### src/rtl/ps2_key_decoder.sv
// PS/2 scan-code set 2 keyboard decoder: synchronises the receiver byte stream,
// strips E0/F0 prefixes, tracks Shift/Caps Lock and queues ASCII in a small FWFT FIFO.
module ps2_key_decoder #(
  parameter int FIFO_DEPTH  = 8,
  parameter int SYNC_STAGES = 2
) (
  input  logic       clk,
  input  logic       rst_n,
  input  logic [7:0] ps2_scancode,
  input  logic       ps2_ready,
  input  logic       rd_en,
  output logic [7:0] rd_data,
  output logic       rd_valid,
  output logic       overflow,
  input  logic       clear_overflow,
  output logic       shift_active,
  output logic       caps_lock
);

  localparam int AW = $clog2(FIFO_DEPTH);

  typedef enum logic [1:0] {
    ST_IDLE,
    ST_EXT,
    ST_BRK,
    ST_EXT_BRK
  } state_t;

  // Lowercase ASCII for letter make codes, 0 when the code is not a letter.
  function automatic logic [7:0] letter_lc(input logic [7:0] code);
    case (code)
      8'h1C: letter_lc = 8'h61;
      8'h32: letter_lc = 8'h62;
      8'h21: letter_lc = 8'h63;
      8'h23: letter_lc = 8'h64;
      8'h24: letter_lc = 8'h65;
      8'h2B: letter_lc = 8'h66;
      8'h34: letter_lc = 8'h67;
      8'h33: letter_lc = 8'h68;
      8'h43: letter_lc = 8'h69;
      8'h3B: letter_lc = 8'h6A;
      8'h42: letter_lc = 8'h6B;
      8'h4B: letter_lc = 8'h6C;
      8'h3A: letter_lc = 8'h6D;
      8'h31: letter_lc = 8'h6E;
      8'h44: letter_lc = 8'h6F;
      8'h4D: letter_lc = 8'h70;
      8'h15: letter_lc = 8'h71;
      8'h2D: letter_lc = 8'h72;
      8'h1B: letter_lc = 8'h73;
      8'h2C: letter_lc = 8'h74;
      8'h3C: letter_lc = 8'h75;
      8'h2A: letter_lc = 8'h76;
      8'h1D: letter_lc = 8'h77;
      8'h22: letter_lc = 8'h78;
      8'h35: letter_lc = 8'h79;
      8'h1A: letter_lc = 8'h7A;
      default: letter_lc = 8'h00;
    endcase
  endfunction

  // Digits, punctuation and control keys; Caps Lock does not affect these.
  function automatic logic [7:0] symbol_char(input logic [7:0] code, input logic shift);
    case (code)
      8'h45: symbol_char = shift ? 8'h29 : 8'h30;
      8'h16: symbol_char = shift ? 8'h21 : 8'h31;
      8'h1E: symbol_char = shift ? 8'h40 : 8'h32;
      8'h26: symbol_char = shift ? 8'h23 : 8'h33;
      8'h25: symbol_char = shift ? 8'h24 : 8'h34;
      8'h2E: symbol_char = shift ? 8'h25 : 8'h35;
      8'h36: symbol_char = shift ? 8'h5E : 8'h36;
      8'h3D: symbol_char = shift ? 8'h26 : 8'h37;
      8'h3E: symbol_char = shift ? 8'h2A : 8'h38;
      8'h46: symbol_char = shift ? 8'h28 : 8'h39;
      8'h41: symbol_char = shift ? 8'h3C : 8'h2C;
      8'h49: symbol_char = shift ? 8'h3E : 8'h2E;
      8'h4A: symbol_char = shift ? 8'h3F : 8'h2F;
      8'h4E: symbol_char = shift ? 8'h5F : 8'h2D;
      8'h55: symbol_char = shift ? 8'h2B : 8'h3D;
      8'h29: symbol_char = 8'h20;
      8'h5A: symbol_char = 8'h0D;
      8'h66: symbol_char = 8'h08;
      8'h0D: symbol_char = 8'h09;
      8'h76: symbol_char = 8'h1B;
      default: symbol_char = 8'h00;
    endcase
  endfunction

  function automatic logic [7:0] ext_char(input logic [7:0] code);
    case (code)
      8'h5A: ext_char = 8'h0D;
      8'h75: ext_char = 8'h11;
      8'h72: ext_char = 8'h12;
      8'h6B: ext_char = 8'h13;
      8'h74: ext_char = 8'h14;
      default: ext_char = 8'h00;
    endcase
  endfunction

  // Byte capture: synchroniser and edge detect idle high so a ready level
  // already present at reset is not mistaken for a fresh byte.
  logic [SYNC_STAGES-1:0] sync_reg;
  logic                   prev_reg;
  logic                   byte_strobe;
  logic [7:0]             code_reg;
  logic                   code_valid_reg;

  assign byte_strobe = sync_reg[SYNC_STAGES-1] & ~prev_reg;

  always_ff @(posedge clk) begin
    if (!rst_n) begin
      sync_reg       <= '1;
      prev_reg       <= 1'b1;
      code_reg       <= 8'h00;
      code_valid_reg <= 1'b0;
    end else begin
      sync_reg       <= {sync_reg[SYNC_STAGES-2:0], ps2_ready};
      prev_reg       <= sync_reg[SYNC_STAGES-1];
      code_valid_reg <= byte_strobe;
      if (byte_strobe) begin
        code_reg <= ps2_scancode;
      end
    end
  end

  // Prefix FSM and modifier tracking
  state_t     state_reg, state_next;
  logic       lshift_reg, lshift_next;
  logic       rshift_reg, rshift_next;
  logic       caps_reg, caps_next;
  logic       caps_held_reg, caps_held_next;
  logic       ev_make, ev_ext_make, ev_break;
  logic       ignored;
  logic [7:0] char_reg, char_next;
  logic       char_valid_reg, char_valid_next;
  logic [7:0] lc;

  assign ignored = (code_reg == 8'hAA) || (code_reg == 8'hFA) || (code_reg == 8'hEE) ||
                   (code_reg == 8'hFE) || (code_reg == 8'h00) || (code_reg == 8'hFF);

  always_comb begin
    state_next  = state_reg;
    ev_make     = 1'b0;
    ev_ext_make = 1'b0;
    ev_break    = 1'b0;
    if (code_valid_reg && !ignored) begin
      case (state_reg)
        ST_IDLE: begin
          if (code_reg == 8'hF0)      state_next = ST_BRK;
          else if (code_reg == 8'hE0) state_next = ST_EXT;
          else                        ev_make = 1'b1;
        end
        ST_EXT: begin
          if (code_reg == 8'hF0)      state_next = ST_EXT_BRK;
          else if (code_reg == 8'hE0) state_next = ST_EXT;
          else begin
            ev_ext_make = 1'b1;
            state_next  = ST_IDLE;
          end
        end
        ST_BRK: begin
          if (code_reg != 8'hE0 && code_reg != 8'hF0) begin
            ev_break   = 1'b1;
            state_next = ST_IDLE;
          end
        end
        default: begin
          // Extended breaks carry no modifier or character meaning here.
          if (code_reg != 8'hE0 && code_reg != 8'hF0) begin
            state_next = ST_IDLE;
          end
        end
      endcase
    end
  end

  always_comb begin
    lshift_next    = lshift_reg;
    rshift_next    = rshift_reg;
    caps_next      = caps_reg;
    caps_held_next = caps_held_reg;
    if (ev_make) begin
      if (code_reg == 8'h12) lshift_next = 1'b1;
      if (code_reg == 8'h59) rshift_next = 1'b1;
      if (code_reg == 8'h58) begin
        if (!caps_held_reg) caps_next = ~caps_reg;
        caps_held_next = 1'b1;
      end
    end
    if (ev_break) begin
      if (code_reg == 8'h12) lshift_next = 1'b0;
      if (code_reg == 8'h59) rshift_next = 1'b0;
      if (code_reg == 8'h58) caps_held_next = 1'b0;
    end
  end

  // Translation uses the modifier state from before this byte; no mapped
  // character is 0x00, so zero doubles as "no character".
  always_comb begin
    char_next = 8'h00;
    lc        = letter_lc(code_reg);
    if (ev_make) begin
      if (lc != 8'h00) begin
        char_next = ((lshift_reg | rshift_reg) ^ caps_reg) ? (lc - 8'h20) : lc;
      end else begin
        char_next = symbol_char(code_reg, lshift_reg | rshift_reg);
      end
    end else if (ev_ext_make) begin
      char_next = ext_char(code_reg);
    end
    char_valid_next = (char_next != 8'h00);
  end

  always_ff @(posedge clk) begin
    if (!rst_n) begin
      state_reg      <= ST_IDLE;
      lshift_reg     <= 1'b0;
      rshift_reg     <= 1'b0;
      caps_reg       <= 1'b0;
      caps_held_reg  <= 1'b0;
      char_reg       <= 8'h00;
      char_valid_reg <= 1'b0;
    end else begin
      state_reg      <= state_next;
      lshift_reg     <= lshift_next;
      rshift_reg     <= rshift_next;
      caps_reg       <= caps_next;
      caps_held_reg  <= caps_held_next;
      char_reg       <= char_next;
      char_valid_reg <= char_valid_next;
    end
  end

  assign shift_active = lshift_reg | rshift_reg;
  assign caps_lock    = caps_reg;

  // Character FIFO (first-word fall-through)
  logic [7:0]  mem [FIFO_DEPTH];
  logic [AW:0] wr_ptr_reg, rd_ptr_reg;
  logic        fifo_empty, fifo_full, do_pop, do_push, drop;

  assign fifo_empty = (wr_ptr_reg == rd_ptr_reg);
  assign fifo_full  = (wr_ptr_reg[AW] != rd_ptr_reg[AW]) &&
                      (wr_ptr_reg[AW-1:0] == rd_ptr_reg[AW-1:0]);
  assign do_pop     = rd_en & ~fifo_empty;
  assign do_push    = char_valid_reg & (~fifo_full | do_pop);
  assign drop       = char_valid_reg & fifo_full & ~do_pop;

  always_ff @(posedge clk) begin
    if (do_push) begin
      mem[wr_ptr_reg[AW-1:0]] <= char_reg;
    end
  end

  always_ff @(posedge clk) begin
    if (!rst_n) begin
      wr_ptr_reg   <= '0;
      rd_ptr_reg   <= '0;
      overflow     <= 1'b0;
    end else begin
      if (do_push) wr_ptr_reg <= wr_ptr_reg + 1'b1;
      if (do_pop)  rd_ptr_reg <= rd_ptr_reg + 1'b1;
      // A drop wins over a simultaneous clear.
      if (drop)                overflow <= 1'b1;
      else if (clear_overflow) overflow <= 1'b0;
    end
  end

  assign rd_valid = ~fifo_empty;
  assign rd_data  = fifo_empty ? 8'h00 : mem[rd_ptr_reg[AW-1:0]];

endmodule

### config.mk
export PLATFORM = sky130hd
export DESIGN_NAME = ps2_key_decoder
export DESIGN_NICKNAME = d
export VERILOG_FILES = /design/src/rtl/ps2_key_decoder.sv
export SDC_FILE = /design/constraint.sdc
export NUM_CORES = 1
export LEC_CHECK = 0
export ABC_CLOCK_PERIOD_IN_PS = 3100
export CAP_MARGIN = 0
export CELL_PAD_IN_SITES_DETAIL_PLACEMENT = 1
export CELL_PAD_IN_SITES_GLOBAL_PLACEMENT = 1
export CORE_ASPECT_RATIO = 0.6
export CORE_UTILIZATION = 47
export CTS_BUF_LIST = sky130_fd_sc_hd__clkbuf_16
export DETAILED_ROUTE_END_ITERATION = 6
export PLACE_DENSITY_LB_ADDON = 0.1
export SYNTH_ARGS = -nofsm -noshare
export SYNTH_HDL_FRONTEND = slang
export SYNTH_SLANG_ARGS = --single-unit
### constraint.sdc
create_clock -name clk -period 3.1 [get_ports clk]
set_input_delay 0.62 -clock clk [delete_from_list [all_inputs] [get_ports clk]]
set_output_delay 0.62 -clock clk [all_outputs]
set_load 0.05 [all_outputs]
==> flow_metrics.tcl, run 1 <==
set metrics [dict create \
    status "complete, no violations" \
    regArea_mm2 0.00282 \
    ir_drop_mv 0.351 \
    cts_tree "done" \
    cts_root_buf "clkbuf_16" \
    path_clk_slew_ns 0.07 \
    hold_class "reg -> reg" \
    finalHoldViolCount 0 \
    grt_pass1_vias 4311 \
    yosys.area.top_type_share 0.336 \
    ff2ff_setup_slack_ns 0.24 \
    worstMarginPinSlew_ns 1.06 \
    yosys.area.top_type "edfxtp_1" \
    power.leakage_nw 2.13 \
    drt_pass1_iterations 5 \
    timing.slew.headroom 0.291 \
    synth-seq-cells 109 \
    setup_viol 0 \
    cts_sinks 109 \
    worst_r2r_path_depth 6 \
    min_to "sync_reg[1]$_SDFF_PN1_" \
    n_antenna_cell 0 \
    powerDensity_mw_per_mm2 433 \
    worstHoldPathCells 1 \
    yosysWarnings 0 \
    cp-start-kind "register" \
    postRouteAntennaNets 0 \
    dp_hpwl_um 11800 \
    syn_avg_cell_area_um2 10.7 \
    grt_max_degree 30 \
    die_w_um 144 \
    crit_buf_inv 0 \
    end_kind "register" \
    cp_max_fo 15 \
    clkLatencyLatePin_ns 0.35 \
    dpl_worst_slack_ns 0.0925 \
    netlist_area_mm2 0.00572 \
    die_area_mm2 0.0126 \
    total_power_mw 2.80 \
    drc 0 \
    area_delta_synth_final_pct 12.8 \
    wirelength_um 16200 \
    clock_path_buffers 2 \
    track_usage 0.277 \
    r2r-end "char_reg[4]$_SDFF_PN0_" \
    async_reset_ff_frac 0 \
    num_io_pins 25 \
    initial_core_util 0.495 \
    rr_startpoint "code_reg[1]$_SDFFE_PN0N_" \
    cp_cell_sequence "nor2b_1 > nand2_1 > or4_1 > a31oi_1 > a21boi_1 > o21a_1" \
    cpPeakStageDelay_ns 0.67 \
    path_delay_family "simple AND/OR/NAND/NOR gates" \
    tns_ns 0 \
    worst_slack_ns 0.238 \
    fillers 1268 \
    cts_buffers 9 \
    arrival_ns 3.16 \
    rows 30 \
    via_per_inst 6.06 \
    syn_inst 534 \
    ys_seq_area_frac 0.493 \
    final.min_clock_period_ns 2.86 \
    ys_top_cells_by_area "edfxtp_1 34%, dfxtp_1 16%, mux4_2 6.3%" \
    portBuffers 24 \
    yosysUniqueCellTypes 77 \
    cp.depth 6 \
    syn-num-nets 558 \
    wl_per_cell_um 22.4 \
    htree_levels 3 \
    holdCritStartpoint "sync_reg[0]$_SDFF_PN1_" \
    grt_pass1_wl_um 25400 \
    drv_slew 0 \
    synth_edf_count 64 \
    cp_slowest_cell "dfxtp_1" \
    largest_reg_flops 64 \
    multi_input_area_mm2 0.00267 \
    worstSetupPathType "reg -> reg" \
    final.setup_skew_ns 0.0140 \
    whs_ns 0.419 \
    grt_overflow 0 \
    fmax_mhz 349 \
    drt-initial-drc-count 366 \
    rsz0062_at_grt "false" \
    synth-main-ff-cell "edfxtp_1" \
    die_h_um 87.5 \
    timing.final.crit_share 0.923 \
    coreArea_mm2 0.0116 \
    gp_congestion 0.954 \
    required_ns 3.40 \
    antenna_found_initial 0 \
    dr_total_vias 4362 \
    layout-drive-gt1-share 0.145 \
    max-cap-violations 0 \
    fin_nets 579 \
]
-- per-layer routing --
layer  up-vias  wire (um)  global-route usage
met5         -          0                   0
met4         0        123              0.0459
met3        12       1190              0.0698
met2       141       6830               0.390
met1      2189       8020               0.428
li1       2020          -                   -
-- cell usage after synthesis (3+ instances only) --
cell type / instances
a211oi_1: 4
a21boi_0: 3
a21boi_1: 3
a21oi_1: 21
a31oi_1: 6
a32oi_1: 3
and2_1: 18
buf_2: 12
clkbuf_1: 21
dfxtp_1: 45
edfxtp_1: 64
ha_1: 11
inv_1: 13
mux2i_1: 18
mux4_2: 16
nand2_1: 42
nand2b_1: 14
nand3_1: 15
nand4_1: 9
nor2_1: 34
nor2b_1: 23
nor3_1: 9
nor3b_1: 3
nor4_1: 7
o211ai_1: 4
o21a_1: 3
o21ai_0: 29
o31ai_1: 4
o32ai_1: 4
or3_1: 3
xnor2_1: 9
xor2_1: 5
-- what timing repair did --
action                                  in CTS  in global routing
gates resized for setup                      0                  1
hold buffers                                 0                  0
buffers inserted                             0                  0
endpoints found under the setup margin       0                  4
-- worst register-to-register path: stages, from the launching register on --
cell	delay [ns]
dfxtp_1	0.67
nor2b_1	0.63
nand2_1	0.18
or4_1	0.58
a31oi_1	0.31
a21boi_1	0.29
o21a_1	0.16
-- final cells by class --
cell class | instances | share of cell area
well taps | 160 | 0.0310
multi-input cells | 371 | 0.414
flip-flops and latches | 109 | 0.437
repair buffers | 49 | 0.0632
inverters | 15 | 0.00872
clock buffers | 9 | 0.0349
clock inverters | 7 | 0.0112
-- cells by family after synthesis --
| group | share of synthesized area |
|---|---|
| buffers and inverters | 0.0409 |
| AO/OA/AOI/OAI | 0.131 |
| XOR/XNOR | 0.0214 |
| flip-flops | 0.493 |
| multiplexers | 0.0984 |
| AND/OR/NAND/NOR | 0.192 |
| adder cells (fa/ha/maj) | 0.0240 |
-- cells in the final DEF, fill, tap and decap left out, types with 11 or more instances in the layout --
cell type	Yosys	routed
a21oi_1	21	21
and2_1	18	18
buf_4	2	33
clkdlybuf4s50_1	0	16
dfxtp_1	45	45
edfxtp_1	64	64
ha_1	11	11
inv_1	13	15
mux2i_1	18	18
mux4_2	16	16
nand2_1	42	42
nand2b_1	14	14
nand3_1	15	15
nor2_1	34	34
nor2b_1	23	23
o21ai_0	29	29
-- stage by stage --
stage / instances / cell area, um2 / utilization
after CTS: 720 / 6450 / 0.558
after global placement: 704 / 6150 / 0.532
after floorplan: 534 / 5720 / -
after detailed placement: 704 / 6150 / 0.532
after global routing: 720 / 6460 / 0.559
final: 720 / 6460 / 0.559
-- worst max-delay path by stage --
stage,start,endpoint,slack (ns)
after floorplan,register,rd_data[5],0.49
after global placement,code_reg[3]$_SDFFE_PN0N_,char_reg[4]$_SDFF_PN0_,0.15
after detailed placement,code_reg[7]$_SDFFE_PN0N_,char_reg[4]$_SDFF_PN0_,0.09
after CTS,code_reg[7]$_SDFFE_PN0N_,char_reg[4]$_SDFF_PN0_,0.07
after global routing,code_reg[3]$_SDFFE_PN0N_,char_reg[4]$_SDFF_PN0_,0.06
final,code_reg[1]$_SDFFE_PN0N_,char_reg[4]$_SDFF_PN0_,0.24
-- report_power, final --
part / switching, mW / internal (mW) / leakage, nW
combinational: 0.0559 / 0.0439 / 1.05
sequential: 0.00939 / 1.52 / 0.927
clock: 0.539 / 0.632 / 0.153
Note: power is estimated with default switching activity, not from simulation.
==> run 2: changes to the inputs <==
--- a/config.mk
+++ b/config.mk
@@ -13,7 +13,9 @@
 export CORE_UTILIZATION = 47
 export CTS_BUF_LIST = sky130_fd_sc_hd__clkbuf_16
 export DETAILED_ROUTE_END_ITERATION = 6
+export GPL_ROUTABILITY_DRIVEN = 1
 export PLACE_DENSITY_LB_ADDON = 0.1
+export RECOVER_POWER = 25
 export SYNTH_ARGS = -nofsm -noshare
 export SYNTH_HDL_FRONTEND = slang
 export SYNTH_SLANG_ARGS = --single-unit
==> results of run 2 <==
Final layout, timing and power as in run 1 (identical DEF).
